### src/rtl/dff_pkg.sv
`default_nettype none
// +----------------------------------------------------------------------------+
// | Module   : dff_pkg                                                         |
// | Brief    : Mode encodings shared by the dff_pipe register pipeline.        |
// | Revision : 1.0                                                             |
// +----------------------------------------------------------------------------+
package dff_pkg;

  typedef enum logic [1:0] {
    MODE_HOLD   = 2'b00,
    MODE_SHIFT  = 2'b01,
    MODE_LOAD   = 2'b10,
    MODE_ROTATE = 2'b11
  } mode_e;

endpackage
`default_nettype wire

### src/rtl/dff_stage.sv
`default_nettype none
// +----------------------------------------------------------------------------+
// | Module   : dff_stage                                                       |
// | Brief    : One pipeline stage: WIDTH-bit register plus valid bit.          |
// |            sel=1 takes the parallel-load value, sel=0 the shift source.    |
// | Revision : 1.0                                                             |
// +----------------------------------------------------------------------------+
module dff_stage #(
  parameter int               WIDTH   = 8,
  parameter logic [WIDTH-1:0] RST_VAL = '0
) (
  input  logic             clk,
  input  logic             reset,
  input  logic             clr,
  input  logic             en,
  input  logic             sel,
  input  logic [WIDTH-1:0] shift_data,
  input  logic             shift_vld,
  input  logic [WIDTH-1:0] load_data,
  output logic [WIDTH-1:0] data,
  output logic             vld
);

  logic [WIDTH-1:0] r_data;
  logic             r_vld;

  always_ff @(posedge clk or negedge reset) begin
    if (!reset) begin
      r_data <= RST_VAL;
      r_vld  <= 1'b0;
    end else if (clr) begin
      r_data <= RST_VAL;
      r_vld  <= 1'b0;
    end else if (en) begin
      if (sel) begin
        r_data <= load_data;
        r_vld  <= 1'b1;
      end else begin
        r_data <= shift_data;
        r_vld  <= shift_vld;
      end
    end
  end

  assign data = r_data;
  assign vld  = r_vld;

endmodule
`default_nettype wire

### src/rtl/dff_pipe.sv
`default_nettype none
// +----------------------------------------------------------------------------+
// | Module   : dff_pipe                                                        |
// | Brief    : WIDTH x DEPTH register pipeline with hold/shift/load/rotate     |
// |            modes and a registered occupancy count.                         |
// |            Define DFF_PIPE_TAPS_EN to expose per-stage taps and valids.    |
// | Revision : 1.0                                                             |
// +----------------------------------------------------------------------------+
module dff_pipe
  import dff_pkg::*;
#(
  parameter int               WIDTH   = 8,
  parameter int               DEPTH   = 4,
  parameter logic [WIDTH-1:0] RST_VAL = '0
) (
  input  logic                       clk,
  input  logic                       reset,
  input  logic                       clr,
  input  logic                       en,
  input  logic [1:0]                 mode,
  input  logic [WIDTH-1:0]           d,
  input  logic                       d_vld,
  input  logic [WIDTH*DEPTH-1:0]     ld_data,
  output logic [WIDTH-1:0]           q,
  output logic                       q_vld,
  output logic [$clog2(DEPTH+1)-1:0] count,
  output logic                       full,
  output logic                       empty
`ifdef DFF_PIPE_TAPS_EN
  ,
  output logic [WIDTH*DEPTH-1:0]     taps,
  output logic [DEPTH-1:0]           tap_vld
`endif
);

  localparam int c_CNT_W = $clog2(DEPTH+1);

  logic [WIDTH-1:0]   w_data     [DEPTH];
  logic [WIDTH-1:0]   w_src_data [DEPTH];
  logic [DEPTH-1:0]   w_vld;
  logic [DEPTH-1:0]   w_src_vld;
  logic [DEPTH-1:0]   w_vld_nxt;
  logic [c_CNT_W-1:0] w_cnt_nxt;
  logic [c_CNT_W-1:0] r_count;
  logic               w_stage_en;
  logic               w_load;

  assign w_stage_en = en && (mode != MODE_HOLD);
  assign w_load     = (mode == MODE_LOAD);

  for (genvar i = 0; i < DEPTH; i++) begin : g_stage
    // Stage 0 is fed from d, or from the last stage when rotating.
    if (i == 0) begin : g_head
      assign w_src_data[i] = (mode == MODE_ROTATE) ? w_data[DEPTH-1] : d;
      assign w_src_vld[i]  = (mode == MODE_ROTATE) ? w_vld[DEPTH-1]  : d_vld;
    end else begin : g_body
      assign w_src_data[i] = w_data[i-1];
      assign w_src_vld[i]  = w_vld[i-1];
    end

    dff_stage #(
      .WIDTH   (WIDTH),
      .RST_VAL (RST_VAL)
    ) u_stage (
      .clk        (clk),
      .reset      (reset),
      .clr        (clr),
      .en         (w_stage_en),
      .sel        (w_load),
      .shift_data (w_src_data[i]),
      .shift_vld  (w_src_vld[i]),
      .load_data  (ld_data[i*WIDTH +: WIDTH]),
      .data       (w_data[i]),
      .vld        (w_vld[i])
    );

`ifdef DFF_PIPE_TAPS_EN
    assign taps[i*WIDTH +: WIDTH] = w_data[i];
`endif
  end

  // Next-state valids mirror the stage update so the count moves on the same edge.
  always_comb begin
    w_vld_nxt = w_vld;
    if (clr) begin
      w_vld_nxt = '0;
    end else if (w_stage_en) begin
      w_vld_nxt = w_load ? '1 : w_src_vld;
    end
  end

  always_comb begin
    w_cnt_nxt = '0;
    for (int i = 0; i < DEPTH; i++) begin
      w_cnt_nxt = w_cnt_nxt + c_CNT_W'(w_vld_nxt[i]);
    end
  end

  always_ff @(posedge clk or negedge reset) begin
    if (!reset) begin
      r_count <= '0;
    end else begin
      r_count <= w_cnt_nxt;
    end
  end

  assign q     = w_data[DEPTH-1];
  assign q_vld = w_vld[DEPTH-1];
  assign count = r_count;
  assign full  = (r_count == c_CNT_W'(DEPTH));
  assign empty = (r_count == '0);

`ifdef DFF_PIPE_TAPS_EN
  assign tap_vld = w_vld;
`endif

endmodule
`default_nettype wire

### config.mk
export PLATFORM = sky130hd
export DESIGN_NAME = dff_pipe
export DESIGN_NICKNAME = d
export VERILOG_FILES = /design/src/rtl/dff_pkg.sv /design/src/rtl/dff_stage.sv /design/src/rtl/dff_pipe.sv
export SDC_FILE = /design/constraint.sdc
export NUM_CORES = 1
export LEC_CHECK = 0
export CORE_ASPECT_RATIO = 1.4
export CORE_MARGIN = 2
export CORE_UTILIZATION = 46
export DETAILED_ROUTE_END_ITERATION = 8
export GPL_ROUTABILITY_DRIVEN = 1
export PLACE_DENSITY = 0.79
export SLEW_MARGIN = 20
export SYNTH_ARGS = -nofsm -noshare
export SYNTH_HDL_FRONTEND = slang
export SYNTH_SLANG_ARGS = --single-unit
### constraint.sdc
create_clock -name clk -period 2.6 [get_ports clk]
set_clock_uncertainty 0.1 [all_clocks]
set_input_delay 0.52 -clock clk [delete_from_list [all_inputs] [get_ports clk]]
set_output_delay 0.52 -clock clk [all_outputs]
set_load 0.03 [all_outputs]
== Word-level counts from Yosys, hierarchy flattened ==
Index checks and enable logic that the tools add are counted.

* Flip-flop bits (word level): 39
* Output and inout bits: 14
* Logic and storage cells: 48
* Input bits: 47

* Equal/unequal tests: 3
* $add $sub $neg: 3
* Reduce and logical (&&, ||, !) cells: 4
* Mux-type cells: 29

{| class="wikitable"
|+ Operators with widths
! cell !! number
|-
| $mux 8 || 13
|-
| $mux 1 || 13
|-
| $mux 4 || 3
|-
| $eq 2x2->1 const B || 2
|-
| $reduce_bool 2->1 || 2
|-
| $add 2x1->3 || 1
|-
| $add 3x1->3 || 1
|-
| $eq 3x3->1 const B || 1
|-
| $logic_not 3->1 || 1
|-
| $add 1x1->2 || 1
|-
| $logic_and 1x1->1 || 1
|}

== Depth between registers and ports, before layout ==
Gate-level depths: netlist (run 1).

* Depth in word-level cells: 8
* Gate-level depth with buffers: 10
* Gate-level depth less buffers: 7

== By module ==
Synthesis (run 1) repeated with hierarchy kept, for this count alone.

* Cell total of the unflattened synthesis: 189
* Area total of the unflattened synthesis: 2,102.0 sq um

{| class="wikitable"
|+ By module, submodules not included
! module !! cells an instance !! area an instance (sq um) !! seq. area each (sq um) !! instances
|-
| dff_stage || 40 || 444.2 || 225.2 || 4
|-
| dff_pipe || 29 || 325.3 || 75.1 || 1
|}

== Worst setup path before layout (run 1) ==
Ideal clock, no wire load.

* Kind: input-to-reg
* Start: in mode[0]
* End: reg r_count[1] (netlist: count[1])
* Cell stages on the path: 10
* Data arrival time: 2,238 ps
* Required time: 2,374 ps
* Library setup time: 126 ps
* Path slack: 136 ps
* Buffers on the path: 3
* Path through: buf_4 nor2b_4 buf_12 buf_12 nor2_1 a2bb2oi_1 fa_1 inv_1 ha_1 ha_1

* Cells in the longest elaborated chain, start to end: 8
* Elaborated cells on any way between the ends: 11
* Classes of those cells: 3 x add/sub; 2 x eq/ne; 4 x mux; 2 x reduce/logical

{| class="wikitable"
|+ RTL lines
! item !! line !! RTL
|-
| start: declaration || dff_pipe.sv:20 || <nowiki>input logic [1:0] mode,</nowiki>
|-
| $eq 2x2->1 || dff_pipe.sv:55 || <nowiki>assign w_src_vld[i] = (mode == MODE_ROTATE) ? w_vld[DEPTH-1] : d_vld;</nowiki>
|-
| $mux 1 || dff_pipe.sv:55 ||
|-
| $mux 4 || dff_pipe.sv:88 || <nowiki>w_vld_nxt = w_load ? '1 : w_src_vld;</nowiki>
|-
| $mux 4 (*) || dff_pipe.sv:87 || <nowiki>end else if (w_stage_en) begin</nowiki>
|-
| $mux 4 (*) || dff_pipe.sv:85 || <nowiki>if (clr) begin</nowiki>
|-
| $add 1x1->2 || dff_pipe.sv:95 || <nowiki>w_cnt_nxt = w_cnt_nxt + c_CNT_W'(w_vld_nxt[i]);</nowiki>
|-
| $add 2x1->3 || dff_pipe.sv:95 ||
|-
| $add 3x1->3 (*) || dff_pipe.sv:95 ||
|-
| net w_cnt_nxt[1] || dff_pipe.sv:43 || <nowiki>logic [c_CNT_W-1:0] w_cnt_nxt;</nowiki>
|-
| end signal: assignment || dff_pipe.sv:103 || <nowiki>r_count <= w_cnt_nxt;</nowiki>
|-
| end: declaration || dff_pipe.sv:44 || <nowiki>logic [c_CNT_W-1:0] r_count;</nowiki>
|}

The timed path passes the listed nets; every way through them passes the cells marked *.
A chain may end at the register's enable or synchronous reset.

== Worst setup path in the final report (run 1) ==
* Start: in mode[1]
* End: reg r_count[1] (netlist: count[1])

The elaborated chain is that of the path after synthesis.

==> results by group, run 1 <==
Die
  – Die width: 59.18 um
  – Initial Util: 0.4703
  – I/O Pins: 61
  – # rows: 28
  – Overall die height: 81.25 um
  – Die Area: 4808 um^2
  – Core area: 4169 um^2

Detailed routing
  – DRT Pass-1 Iters: 4
  – Initial DRC count: 60
  – DR vias: 1515
  – DRC: 0
  – Drt via density: 5.549
  – DRT antenna net count: 0
  – WL final: 4592 um
  – Routed length per placed instance: 16.82 um

Power and ir drop
  – Sequential share of power: 0.492
  – LEAKAGE: 1.176 nW
  – Max IR drop VDD: 292.9 uV
  – Switching share of power: 0.2692
  – Internal Power: 0.9775 mW
  – Clk network pwr share: 0.294
  – Total power: 1.338 mW
  – Comb power frac: 0.213
  – Power Dens Cells: 491.3 nW/um^2
  – Sw power: 0.3601 mW

Placement
  – Port Buffers: 60
  – Detailed Place HPWL: 3424 um
  – Dpl cells: 261
  – Placer's final routability congestion estimate: 0.7923
  – Pre-CTS WS: -0.3135 ns

Logic synthesis
  – Post-synth cell types: 24
  – Synthesized flop and latch total: 39
  – Syn nets: 207
  – Largest cells by area after synthesis: dfrtp_1, mux2i_1, o2bb2ai_1
  – Top cell type's share of synthesized area: 0.4978
  – Syn_area_per_cell: 12.49 um^2
  – Cell taking the most area after synthesis: dfrtp_1
  – Netlist Area Pre-Place: 1961 um^2
  – Synth Instances: 157
  – Synth Warn #: 0
  – Register area share after synthesis: 0.4978

GRT
  – Number of global-route vias before repair: 1623
  – Top Usage Layer GRT: met2
  – Initial antenna violation count: 0
  – Total global-route track usage: 0.2149
  – GRT Residual Overflow: 0
  – Met2 usage: 0.3633
  – Largest net degree at the start of global routing: 40
  – Met1 GRT Util: 0.2569
  – Met3 Track Usage GR: 0.06210
  – First-pass GRT wire length: 7624 um

Final layout
  – Final Non-Filler Cells: 273
  – P&R area growth vs syn: 38.86%
  – Diodes inserted: 0
  – Share of layout cells above drive strength 1: 0.1316
  – Most common cell after layout, fill and taps aside: clkdlybuf4s50_1
  – Nets: 277
  – Commonest non-fill, non-tap cells in the layout: clkdlybuf4s50_1, dfrtp_1, mux2i_1, o2bb2ai_1, buf_4

Timing
  – Hold Slack: 0.2260 ns
  – Setup violators final: 0
  – Max Fclk: 398.3 MHz
  – Hold Vio Cnt, Final: 0
  – Setup TNS: 0 ns
  – Worst setup margin: 0.08919 ns
  – Min Tclk post-route: 2.511 ns
  – Worst-Margin Slew: 0.8329 ns
  – Final Cycle Share: 0.9657
  – Pins Over Slew Limit: 0
  – Max_slew headroom: 0.4447
  – RSZ-0062 raised after global routing: false

Clock tree
  – Clock transition at the registers of the reported paths: 0.08 ns
  – Total CTS buffers: 5
  – CTS tree: done
  – Clock insertion delay at the later pin of the skew report: 0.29 ns
  – Clock tree root buffer cell: clkbuf_8
  – Clk buf depth: 2
  – Clock sinks: 39
  – H-tree depth: 2

Setup path
  – Critical R2R Launch: g_stage[3].u_stage.vld$_DFFE_PN0P_
  – Setup CP Type: in2reg
  – Setup crit start kind: primary input
  – Arrival @ worst endpoint: 2.59 ns
  – Critical Path Start: mode[1]
  – Req. time, crit path: 2.68 ns
  – Setup crit end kind: flop
  – Crit path max fanout: 10

Min path
  – Min-delay worst type: in2async

Job
  – Max-cap violations: 0

Status
  – Outcome: complete, no violations
state kept, by name, indices dropped and copies added, names as in the netlist:
register and cells:
count 3, g_stage.u_stage.data 32, g_stage.u_stage.vld 4
critical path: stages:
cell             delay (ns)
clkdlybuf4s50_1        0.50
buf_6                  0.14
nor2b_4                0.18
nor2_1                 0.08
a2bb2oi_2              0.15
fa_1                   0.51
inv_1                  0.04
ha_1                   0.19
ha_1                   0.27
synth_stat cells:
master,count
dfrtp_1,39
nor2b_4,1
buf_12,3
a32oi_1,1
nor3b_1,1
a22o_1,8
buf_2,6
ha_1,2
a2bb2oi_1,2
fa_1,1
inv_1,2
and2b_1,1
o21ai_0,1
buf_4,1
mux2i_1,32
or2_2,2
a32o_1,1
a21oi_1,8
clkbuf_1,2
nor2_1,12
o2bb2ai_1,28
buf_6,1
nand3b_1,1
nor3_1,1
kinds of logic after synthesis:
family,after synthesis,synth area share
flip-flops,39,0.4978
buffers and inverters,15,0.06318
adder cells (fa/ha/maj),3,0.02297
AO/OA/AOI/OAI,49,0.2023
AND/OR/NAND/NOR,19,0.05041
multiplexers,32,0.1634
area by class of cell:
class / count / area [um^2]
Multi-Input combinational cell: 103 / 878.3
Sequential cell: 39 / 975.9
Inverter: 2 / 7.507
Clock inverter: 2 / 12.51
Clock buffer: 6 / 72.57
Fill cell: 324 / 1446
Timing Repair Buffer: 76 / 719.4
Tap cell: 45 / 56.30
metrics by stage:
step           utilization  area [um^2]
5_1_grt             0.6531         2723
3_3_place_gp        0.6203         2586
6_report            0.6531         2723
2_1_floorplan            -         1961
4_1_cts             0.6423         2678
3_5_place_dp        0.6203         2586
per-layer routing:
layer,share of wire,wire length [um]
met1,0.42,1922
met2,0.52,2381
met3,0.046,212
met4,0.016,75
met5,0,0
power groups by stage:
stage	logic (mW)	clock network [mW]	registers, mW
final	0.285	0.394	0.658
after global routing	0.310	0.435	0.662
after CTS	0.281	0.408	0.658
after detailed placement	0.279	0	0.670
after global placement	0.274	0	0.668
after floorplan	0.130	0	0.682
worst paths after layout:
kind,to,slack (ns),cells past startpoint
setup / recovery,count[1]$_DFF_PN0_,0.09,9
max in group asynchronous,g_stage[1].u_stage.vld$_DFFE_PN0P_,1.65,1
min in group clk,g_stage[2].u_stage.data[4]$_DFFE_PN0P_,0.39,1
hold / removal,g_stage[1].u_stage.data[1]$_DFFE_PN0P_,0.23,1
hold reg to reg,g_stage[2].u_stage.data[4]$_DFFE_PN0P_,0.39,1
setup reg to reg,count[1]$_DFF_PN0_,0.63,6
timing repair:
action,4_1_cts,5_1_grt
resized for setup,3,3
hold buffers,0,0
pin swaps,0,0
cloned,0,0
setup endpoints to repair,1,1
endpoints found under the hold margin,0,0
setup buffers,0,4
Note: power is estimated with default switching activity, not from simulation.
==> run 2: changes to the inputs <==
Settings changed: CORE_UTILIZATION 46 to 45, PLACE_DENSITY 0.79 to 0.78.
==> results by group, run 2 (synthesized netlist as in run 1, its figures left out) <==
GRT
  – Top Usage Layer GRT: met2
  – Met3 Track Usage GR: 0.04984 (-0.01226)
  – Met1 GRT Util: 0.2736 (+0.01673)
  – GRT Residual Overflow: 0 (unchanged)
  – Largest net degree at the start of global routing: 40 (unchanged)
  – Total global-route track usage: 0.2113 (-0.003596)
  – First-pass GRT wire length: 7617 um (about the same)
  – Number of global-route vias before repair: 1572 (-3.1%)
  – Met2 usage: 0.3359 (-0.02746)
  – Initial antenna violation count: 0 (unchanged)

Timing
  – Final Cycle Share: 0.9779 (+0.01218)
  – Hold Vio Cnt, Final: 0 (unchanged)
  – Worst-Margin Slew: 0.8486 ns (+0.01567 ns)
  – Setup violators final: 0 (unchanged)
  – Pins Over Slew Limit: 0 (unchanged)
  – Hold Slack: 0.2317 ns (+0.005736 ns)
  – Min Tclk post-route: 2.542 ns (+0.03166 ns)
  – Max_slew headroom: 0.4343 (-0.01045)
  – Max Fclk: 393.3 MHz (-1.2%)

Detailed routing
  – DR vias: 1524 (+0.59%)
  – Drt via density: 5.665 (+2.1%)
  – DRT Pass-1 Iters: 4 (unchanged)
  – DRC: 0 (unchanged)
  – DRT antenna net count: 0 (unchanged)
  – Routed length per placed instance: 18.15 um (+7.9%)
  – WL final: 4882 um (+6.3%)
  – Initial DRC count: 58 (-3.3%)

Setup path
  – Arrival @ worst endpoint: 2.61 ns (+0.02 ns)
  – Crit path max fanout: 5 (-5)
  – Setup CP Type: in2reg
  – Setup crit start kind: primary input
  – Critical path's largest stage delay: 0.56 ns (+0.05 ns)
  – Req. time, crit path: 2.67 ns (about the same)
  – Most frequent CP cell: ha_1
  – Crit path max-delay family: adder cells
  – Cell breakdown of the critical path: clkdlybuf4s50_1 -> o21ai_2 -> and2b_2 -> a32oi_2 -> fa_1 -> inv_1 -> ha_1 -> ha_1
  – CP Buf/Inv Count: 2 (-1)
  – Slowest cell on crit path: fa_1
  – Setup crit end kind: flop

Die
  – Initial Util: 0.4664 (-0.003919)
  – Core area: 4204 um^2 (+0.84%)
  – # rows: 28 (unchanged)
  – Die width: 59.79 um (+1.0%)
  – I/O Pins: 61 (unchanged)
  – Overall die height: 82.10 um (+1.1%)
  – Die Area: 4908 um^2 (+2.1%)

Clock tree
  – Clock sinks: 39 (unchanged)
  – Clk buf depth: 2 (unchanged)
  – Total CTS buffers: 5 (unchanged)
  – Clock transition at the registers of the reported paths: 0.07 ns (about the same)
  – CTS tree: done
  – Clock insertion delay at the later pin of the skew report: 0.29 ns (about the same)
  – Clock tree root buffer cell: clkbuf_8
  – # hold bufs at CTS: 0 (unchanged)
  – H-tree depth: 2 (unchanged)

Final layout
  – Most common cell after layout, fill and taps aside: clkdlybuf4s50_1
  – Fillers: 343 (+5.9%)
  – Final Non-Filler Cells: 269 (-1.5%)
  – Diodes inserted: 0 (unchanged)
  – Number of flip-flops under the largest register name: 32 (unchanged)
  – Finished Cell Area: 2750 um^2 (+1.0%)
  – Commonest non-fill, non-tap cells in the layout: clkdlybuf4s50_1, dfrtp_1, mux2i_1, o2bb2ai_1, nor2_1
  – Nets: 273 (-1.4%)
  – Share of layout cells above drive strength 1: 0.1205 (-0.01104)
  – P&R area growth vs syn: 40.27%

Power and ir drop
  – Internal Power: 1.170 mW (+20%)
  – Clk network pwr share: 0.385 (+0.091)
  – Sw power: 0.3657 mW (+1.5%)
  – Switching share of power: 0.2381 (-0.03112)
  – Power Dens Cells: 558.5 nW/um^2 (+14%)
  – LEAKAGE: 1.192 nW (+1.4%)
  – Max IR drop VDD: 425.0 uV (+45%)
  – Comb power frac: 0.186 (-0.027)
  – Sequential share of power: 0.429 (-0.063)

Placement
  – Placer's final routability congestion estimate: 0.7744 (-2.3%)
  – Placed instance area: 2564 um^2 (-0.87%)
  – Dpl cells: 258 (-1.1%)
  – Detailed Place HPWL: 3395 um (-0.84%)
  – Port Buffers: 60 (unchanged)

Status
  – Outcome: complete, no violations

Min path
  – Min-delay worst type: in2async

Job
  – Max-cap violations: 0 (unchanged)
[run 2: worst paths after layout]
check	start	endpoint	slack [ns]	depth (start not counted)
worst min register to register	g_stage[2].u_stage.data[0]$_DFFE_PN0P_	g_stage[2].u_stage.data[0]$_DFFE_PN0P_	0.39	1
worst min-delay path	reset	g_stage[0].u_stage.vld$_DFFE_PN0P_	0.23	1
worst max-delay path	mode[1]	count[1]$_DFF_PN0_	0.06	8
min in group clk	g_stage[2].u_stage.data[0]$_DFFE_PN0P_	g_stage[2].u_stage.data[0]$_DFFE_PN0P_	0.39	1
max in group asynchronous	reset	g_stage[3].u_stage.data[4]$_DFFE_PN0P_	1.63	1
worst max register to register	g_stage[3].u_stage.vld$_DFFE_PN0P_	count[1]$_DFF_PN0_	0.54	6
[run 2: repair_timing]
item                                    CTS  global route
pin swaps                                 0             0
setup buffers                             3             0
endpoints found under the setup margin    2             1
gates resized for setup                   4             5
[run 2: power groups by stage]
stage / Sequential, mW / Clock [mW] / Combinational, mW
3_3_place_gp: 0.667 / 0 / 0.270
5_1_grt: 0.663 / 0.620 / 0.308
4_1_cts: 0.658 / 0.598 / 0.285
3_5_place_dp: 0.669 / 0 / 0.276
6_report: 0.659 / 0.591 / 0.286
2_1_floorplan: 0.682 / 0 / 0.130
[run 2: area by class of cell]
type	instances	area [um^2]	area share
tap	45	56.30	0.02047
clock buffer	6	72.57	0.02639
timing repair buffer	72	695.7	0.2530
sequential	39	975.9	0.3549
clock inverter	2	60.06	0.02184
inverter	2	7.507	0.002730
multi-input combinational	103	882.1	0.3207
[run 2: through the flow]
stage	TNS (ns)	power, mW	setup WS, ns	utilization
after floorplan	0	0.8114	0.1363	-
after global placement	-0.5074	0.9376	-0.2533	0.6098
after detailed placement	-0.9317	0.9447	-0.3892	0.6098
after CTS	0	1.540	0.004685	0.6503
after global routing	-0.01160	1.590	-0.01160	0.6542
final	0	1.536	0.05753	0.6542
[run 2: worst register-to-register path, delay by kind of cell, from the launching register on]
| kind | cells | cell delay [ns] |
|---|---|---|
| flip-flops | 1 | 0.43 |
| AND/OR/NAND/NOR | 1 | 0.22 |
| adder cells (fa/ha/maj) | 3 | 0.81 |
| AO/OA/AOI/OAI | 1 | 0.31 |
| buffers and inverters | 1 | 0.07 |
[run 2: layer usage]
metal,share of wire,up-vias
met4,0.028,0
met1,0.42,732
met5,0,-
met3,0.047,13
li1,-,731
met2,0.51,48
==> run 3: changes to the inputs <==
Settings changed: HOLD_SLACK_MARGIN set to 0.03.
==> results of run 3 <==
Same layout as run 2: the final DEF is identical, and so are final timing and power.
